[src/rtl/uart_tx_cfg.sv]
// uart_tx_cfg: configurable UART transmitter with a one-word holding register.
// Frame = start, DATA_W data bits LSB first, optional parity, 1 or 2 stop bits.
module uart_tx_cfg #(
    parameter int DATA_W     = 8,
    parameter int BAUD_DIV   = 2604,
    parameter int PARITY_EN  = 0,
    parameter int PARITY_ODD = 0,
    parameter int STOP_BITS  = 1
) (
    input  logic              clk,
    input  logic              rst_n,
    input  logic              trmt,
    input  logic [DATA_W-1:0] tx_data,
    output logic              TX,
    output logic              tx_rdy,
    output logic              busy,
    output logic              tx_done
);

    localparam int BW = $clog2(DATA_W + 4);
    localparam int CW = $clog2(BAUD_DIV);

    // bit-count values (start bit included) at which a phase ends
    localparam logic [BW-1:0] DATA_END  = BW'(1 + DATA_W);
    localparam logic [BW-1:0] FRAME_END = BW'(1 + DATA_W + PARITY_EN + STOP_BITS);
    localparam logic [CW-1:0] BAUD_TOP  = CW'(BAUD_DIV - 1);

    typedef enum logic [2:0] {
        IDLE,
        START,
        DATA,
        PARITY,
        STOP
    } state_t;

    state_t             state_q, state_d;
    logic [CW-1:0]      baud_q, baud_d;
    logic [BW-1:0]      bit_q, bit_d;
    logic [DATA_W-1:0]  shreg_q, shreg_d;
    logic [DATA_W-1:0]  hold_q, hold_d;
    logic               full_q, full_d;
    logic               par_q, par_d;
    logic               tx_q, tx_d;
    logic               done_q, done_d;

    logic               accept;
    logic               shift;
    logic               load;
    logic               finish;

    assign accept = trmt && !full_q;
    assign shift  = (state_q != IDLE) && (baud_q == BAUD_TOP);

    assign TX      = tx_q;
    assign tx_rdy  = !full_q;
    assign busy    = (state_q != IDLE);
    assign tx_done = done_q;

    // state, counters, data path and output flops
    always_ff @(posedge clk or negedge rst_n) begin
        if (!rst_n) begin
            state_q <= IDLE;
            baud_q  <= '0;
            bit_q   <= '0;
            shreg_q <= '0;
            hold_q  <= '0;
            full_q  <= 1'b0;
            par_q   <= 1'b0;
            tx_q    <= 1'b1;
            done_q  <= 1'b0;
        end else begin
            state_q <= state_d;
            baud_q  <= baud_d;
            bit_q   <= bit_d;
            shreg_q <= shreg_d;
            hold_q  <= hold_d;
            full_q  <= full_d;
            par_q   <= par_d;
            tx_q    <= tx_d;
            done_q  <= done_d;
        end
    end

    // next-state, counter, holding register and line-level logic
    always_comb begin
        state_d = state_q;
        baud_d  = baud_q;
        bit_d   = bit_q;
        shreg_d = shreg_q;
        hold_d  = hold_q;
        full_d  = full_q;
        par_d   = par_q;
        done_d  = done_q;
        tx_d    = tx_q;
        load    = 1'b0;
        finish  = 1'b0;

        if (accept) begin
            hold_d = tx_data;
            full_d = 1'b1;
        end

        if (state_q != IDLE) begin
            baud_d = shift ? '0 : baud_q + 1'b1;
        end

        if (shift) begin
            bit_d = bit_q + 1'b1;
        end

        unique case (state_q)
            IDLE: begin
                if (full_q) begin
                    load = 1'b1;
                end
            end
            START: begin
                if (shift) begin
                    state_d = DATA;
                end
            end
            DATA: begin
                if (shift) begin
                    shreg_d = shreg_q >> 1;
                    if (bit_q + 1'b1 == DATA_END) begin
                        state_d = (PARITY_EN != 0) ? PARITY : STOP;
                    end
                end
            end
            PARITY: begin
                if (shift) begin
                    state_d = STOP;
                end
            end
            STOP: begin
                if (shift && (bit_q + 1'b1 == FRAME_END)) begin
                    if (full_q) begin
                        load = 1'b1;
                    end else begin
                        state_d = IDLE;
                        finish  = 1'b1;
                    end
                end
            end
            default: begin
                state_d = IDLE;
            end
        endcase

        // a queued word starts its frame on the next clock
        if (load) begin
            state_d = START;
            shreg_d = hold_q;
            par_d   = (PARITY_ODD != 0) ? ~^hold_q : ^hold_q;
            full_d  = 1'b0;
            baud_d  = '0;
            bit_d   = '0;
        end

        // completion wins over a same-cycle accept; a pending word clears it later
        if (finish) begin
            done_d = 1'b1;
        end else if (accept || full_q) begin
            done_d = 1'b0;
        end

        unique case (state_d)
            START:   tx_d = 1'b0;
            DATA:    tx_d = shreg_d[0];
            PARITY:  tx_d = par_d;
            default: tx_d = 1'b1;
        endcase
    end

endmodule

[config.mk]
export PLATFORM = sky130hd
export DESIGN_NAME = uart_tx_cfg
export DESIGN_NICKNAME = d
export VERILOG_FILES = /design/src/rtl/uart_tx_cfg.sv
export SDC_FILE = /design/constraint.sdc
export NUM_CORES = 1
export LEC_CHECK = 0
export CORE_AREA = 5 5 64 80
export DETAILED_ROUTE_END_ITERATION = 8
export DIE_AREA = 0 0 69 85
export GPL_ROUTABILITY_DRIVEN = 0
export PLACE_DENSITY = 0.65
export SLEW_MARGIN = 20
export SYNTH_ARGS = -nofsm -noshare
export SYNTH_HDL_FRONTEND = slang
export SYNTH_SLANG_ARGS = --single-unit
[constraint.sdc]
create_clock -name clk -period 2.85 [get_ports clk]
set_clock_uncertainty 0.15 [all_clocks]
set_input_delay 0.57 -clock clk [delete_from_list [all_inputs] [get_ports clk]]
set_output_delay 0.57 -clock clk [all_outputs]
set_load 0.02 [all_outputs]
== Yosys cells after proc, flatten, opt, wreduce, memory -nomap -nowiden ==
Index checks and enable logic that the tools add are counted.
Operators by class
  equality and inequality tests: 10
  reductions and logical operators: 14
  multipliers: 0
  $lt $le $gt $ge: 0
  muxes and demuxes: 28
  bitwise gates (word level): 0
  shift operators: 0
  add/subtract/negate cells: 2
  div/mod/pow operators: 0
Operators by type and width (count)
  12-bit 2-to-1 mux: 3
  8-bit 2-to-1 mux: 3
  3-bit 2-to-1 mux: 7
  3-bit one-hot mux with 5 select lines: 1
  12-bit by 1-bit adder with 12-bit output, second input constant: 1
  12-bit == test, second input constant: 1
  3-bit by 2-bit == test with 1-bit output, second input constant: 4
  1-bit 2-to-1 mux: 10
  2-bit nonzero test: 5
  4-bit == test, second input constant: 2
  4-bit 2-to-1 mux: 2
  8-bit XOR reduction: 1
  3-bit by 1-bit == test with 1-bit output, second input constant: 2
  4-bit by 1-bit adder with 4-bit output, second input constant: 1
  3-bit == test, second input constant: 1
  1-bit logical AND: 3
  3-bit zero test: 1
  1-bit one-hot mux with 3 select lines: 1
  3-bit nonzero test: 1
  1-bit one-hot mux with 2 select lines: 1
  2-bit AND reduction: 1
  1-bit zero test: 1
  1-bit logical OR: 1
Storage, ports and cells
  latch bits: 0
  bits in registers: 39
  output and inout bits: 4
  memory bits (writable): 0
  ROM bits: 0
  input port bits: 11
  memories kept: 0

== Depth between registers and ports, before layout ==
Gate-level depths: netlist (run 1).
  depth in word-level cells: 8
  depth in mapped cells: 8

== Worst setup path before layout (run 1) ==
OpenSTA, ideal clock, no wires.
  path kind: flip-flop to flip-flop
  from: register baud_q[8]
  to: register shreg_q[0]
  period minus slack after synthesis: 2.333 ns
  required time: 2.573 ns
  path slack: 0.517 ns
  arrival: 2.055 ns
  setup time: 0.127 ns
  buffers on the path: 0
  cell stages (with the launch flop): 6
  cell sequence: dfrtp_1 or4b_1 nor3_2 nor3b_4 mux2_4 mux2_1
On the way
  cells in the longest elaborated chain, start to end: 6
  elaborated cells on any way between the ends: 8
  classes of those cells: 1 x eq/ne; 5 x mux; 2 x reduce/logical
RTL lines
  from (decl): line 37  | logic [CW-1:0] baud_q, baud_d;
  from (signal assigned): line 73  | baud_q <= baud_d;
  12-bit == test (*): line 52  | assign shift = (state_q != IDLE) && (baud_q == BAUD_TOP);
  1-bit logical AND (*): line 52
  1-bit logical AND: line 136  | if (shift && (bit_q + 1'b1 == FRAME_END)) begin
  1-bit 2-to-1 mux: line 136
  1-bit one-hot mux with 2 select lines: line 111  | unique case (state_q)
  8-bit 2-to-1 mux (*): line 151  | if (load) begin
  via shreg_d[0]: line 39  | logic [DATA_W-1:0] shreg_q, shreg_d;
  to (signal assigned): line 75  | shreg_q <= shreg_d;
  to (decl): line 39
The timed path passes the listed nets; every way through them passes the cells marked *. The select of a mux whose other input is x is not followed.
A chain may end at the register's enable or synchronous reset.

== Final worst setup path (run 1) ==
  from: register baud_q[7]
  to: register shreg_q[4]
On the way
  cells in the longest elaborated chain, start to end: 7
  elaborated cells on any way between the ends: 9
  classes of those cells: 1 x eq/ne; 3 x mux; 5 x reduce/logical
RTL lines (line)
  12-bit == test (*): 52
  1-bit logical AND (*): 52
  1-bit logical AND: 136
  1-bit 2-to-1 mux: 136
  1-bit one-hot mux with 2 select lines: 111
  2-bit nonzero test (no line)
  2-bit AND reduction (no line)
Mark *: on every way between the ends. The rest lies on a longest branch, timed or not.

==> impl_metrics.csv, run 1 <==
group,metric,value,unit
clock_tree,clkSinkCount,39,
sta,setup_tns,0,ps
die,die_area,5870,um^2
sta,hold_viol,0,
power_and_ir_drop,pwr-share-clk,0.345,
job,maxCapViolations,0,
power_and_ir_drop,p_per_area,460,nW/um^2
global_routing,grt_pass1_vias,1504,
drt,postRouteAntennaNets,0,
sta,fin_crit,2550,ps
synth,ys_ff_latch,39,
synth,yosys_warnings,0,
sta,max_slew_margin,0.431,
synth,yosysSeqAreaShare,0.488,
clock_tree,clk_latency,290,ps
setup_path,critPathCaptureType,"register",
sta,finalCritPeriodShare,0.896,
synth,synthDistinctLibCells,41,
die,initial_core_util,0.463,
die,chipHeight,85,um
setup_path,cp_max_fo,12,
placed_design,place_hpwl,2770,um
placed_design,port-buffer-count,14,
power_and_ir_drop,vdd_drop_max,0.326,mV
final_layout,final_cell_mix,"38 x dfrtp_1, 26 x nor2_1, 15 x xnor2_1",
synth,synth_compound_area_frac,0.119,
placed_design,postPlaceCellArea,2210,um^2
clock_tree,cts-buffers-inserted,5,
placed_design,dp_worst_setup_slack,281,ps
power_and_ir_drop,finalPower,1.06,mW
sta,worst_slew_pin_slew,853,ps
power_and_ir_drop,p_int,0.806,mW
power_and_ir_drop,p_sw,0.253,mW
setup_path,startpoint,"baud_q[7]",
final_layout,num_antenna_cells,0,
die,rows,27,
sta,setup_ws,297,ps
synth,synth_cells,188,
synth,synth_adder_area_share,0.0250,
synth,syn_area,2000,um^2
power_and_ir_drop,p_leak,1.01,nW
clock_tree,ctsResizeCount,0,
final_layout,final_common_cell,"dfrtp_1",
sta,setup_violations,0,
global_routing,grt-ovfl-total,0,
drt,drt_first_pass_iters,4,
die,fp.dieW,69,um
sta,final_max_slew_viol_count,0,
hold_path,hold_class,"primary input to asynchronous set/reset pin",
power_and_ir_drop,power_frac_seq,0.566,
synth,synthSimpleGateAreaFrac,0.184,
placed_design,dp.cells,259,
die,io_pins,15,
global_routing,grtUsageTotal,0.140,
drt,routed_wl,3740,um
drt,drt-vias-per-instance,5.31,
drt,drtIter0Drc,42,
power_and_ir_drop,comb_power_share,0.089,
global_routing,grt_max_degree,40,
clock_tree,cts-root-buf,"clkbuf_8",
setup_path,critPathKind,"register to register",
clock_tree,htreeDepth,2,
clock_tree,postCtsHoldBufs,0,
final_layout,fin_nets,223,
drt,route.detailed.drc,0,
synth,syn-num-nets,203,
run_status,outcome,"complete, no violations",
setup_path,crit_arrival,2590,ps
setup_path,timing.rr.start,"baud_q[7]",
global_routing,antenna_found_initial,0,
clock_tree,path_clk_slew,80,ps
power_and_ir_drop,p_sw_frac,0.239,
synth,syn_area_per_cell,10.6,um^2
setup_path,required,2890,ps
synth,synth_top_family_by_area,"simple AND/OR/NAND/NOR gates",
clock_tree,cts_tree,"done",
final_layout,fin_cells,267,
global_routing,grt_pass1_wl,6640,um
drt,num_vias,1418,
final_layout,synthToLayoutAreaGrowth,14.9,%
die,coreArea,4320,um^2
sta,max_freq,0.392,GHz
drt,wl_per_cell,14.0,um
sta,rsz0062_at_grt,"false",
synth,synth_mux_area_frac,0.0581,
clock_tree,clk_path_buf_depth,2,
clock_tree,cts_setup_buffers,0,
synth,synth-xor-area-share,0.0919,
setup_path,start_kind,"register",
final_layout,postLayoutCellArea,2300,um^2
final_layout,final_layout_size_suffix_gt1_frac,0.153,
-- metrics by stage --
stage,util,hold WS [ps]
after floorplan,-,124
after CTS,0.532,267
after global routing,0.532,312
after global placement,0.511,310
after detailed placement,0.511,317
final,0.532,218
-- cell families after synthesis --
logic type / Yosys count
buf+inv: 15
fa+ha+maj: 4
mux: 10
simple gates: 68
xor+xnor: 21
compound gates: 31
flops: 39
-- path summary, 6_finish.rpt --
check | cells past startpoint | endpoint | slack [ps]
max in group asynchronous | 1 | hold_q[6] | 1780
worst max-delay path | 6 | shreg_q[4] | 300
worst min register to register | 1 | shreg_q[6] | 330
worst min-delay path | 1 | baud_q[6] | 220
min in group clk | 1 | shreg_q[6] | 330
worst max register to register | 6 | shreg_q[4] | 300
-- state kept, by name, summed over array words and instances (netlist names) --
signal and flops:
TX 1, bit_q 4, baud_q 12, state_q 3, hold_q 8, par_q 1, tx_done 1, full_q 1
shreg_q 8
-- layer usage --
layer | up-vias | GRT usage | wire length, um
met1 | 702 | 0.145 | 1570
met5 | - | 0 | 0
met4 | 0 | 0.0497 | 82
met2 | 22 | 0.261 | 1980
met3 | 9 | 0.0450 | 108
li1 | 685 | - | -
-- power by group through the flow --
| stage | logic [mW] | registers, mW | clock network (mW) |
|---|---|---|---|
| finish | 0.0943 | 0.600 | 0.365 |
| global route | 0.108 | 0.603 | 0.400 |
| CTS | 0.0970 | 0.600 | 0.377 |
| detailed placement | 0.0965 | 0.611 | 0 |
| global placement | 0.0944 | 0.611 | 0 |
| floorplan | 0.0649 | 0.605 | 0 |
-- worst max-delay path, cell delays in order, from the launching register on --
cell and delay, ps:
dfrtp_1 460, or4b_1 570, nor3_1 220, o211ai_1 260, a21oi_4 390, nor2_1 190
a21o_1 210
-- area by class of cell --
cell class | instances | area, um^2
clock buffers | 5 | 68.8
well taps | 58 | 72.6
multi-input cells | 134 | 958
inverters | 10 | 37.5
repair buffers | 18 | 165
flip-flops and latches | 39 | 977
clock inverters | 3 | 20.0
fillers | 422 | 2020
-- synth_stat cells --
library cell / count / share of area
nor3_1: 5 / 0.012
nand4_1: 4 / 0.012
or4b_1: 2 / 0.010
buf_2: 2 / 0.0050
or3_1: 2 / 0.0062
mux2_2: 8 / 0.045
mux2_1: 1 / 0.0056
nor2b_1: 2 / 0.0062
nor3b_1: 1 / 0.0038
nor3b_2: 1 / 0.0062
o22ai_1: 1 / 0.0031
nand3b_1: 2 / 0.0075
a21o_1: 6 / 0.022
buf_6: 1 / 0.0056
inv_1: 10 / 0.019
o211ai_1: 2 / 0.0075
a21oi_4: 1 / 0.0081
nand4bb_1: 1 / 0.0056
o211ai_2: 1 / 0.0062
mux2_4: 1 / 0.0075
nor2_1: 26 / 0.049
o21ai_0: 5 / 0.012
clkbuf_1: 2 / 0.0038
ha_1: 4 / 0.025
dfrtp_1: 38 / 0.47
nand2_1: 11 / 0.021
nor3_2: 2 / 0.010
nor3b_4: 1 / 0.0094
o31a_1: 1 / 0.0044
xnor2_1: 15 / 0.066
nand2b_1: 2 / 0.0062
a22o_1: 6 / 0.026
a221oi_2: 1 / 0.0075
a21boi_0: 1 / 0.0038
nor2_2: 1 / 0.0031
xor2_1: 6 / 0.026
nand3_1: 4 / 0.010
a21oi_1: 5 / 0.012
or4bb_1: 1 / 0.0056
dfstp_2: 1 / 0.013
a21bo_2: 1 / 0.0050
No activity file was read; power rests on OpenSTA's default activity.
==> run 2: changes to the inputs <==
--- a/config.mk
+++ b/config.mk
@@ -10,6 +10,7 @@
 export DIE_AREA = 0 0 69 85
 export GPL_ROUTABILITY_DRIVEN = 0
 export PLACE_DENSITY = 0.65
+export SKIP_LAST_GASP = 1
 export SLEW_MARGIN = 20
 export SYNTH_ARGS = -nofsm -noshare
 export SYNTH_HDL_FRONTEND = slang
==> results of run 2 <==
No change in the layout: final DEF, timing and power equal those of run 1.
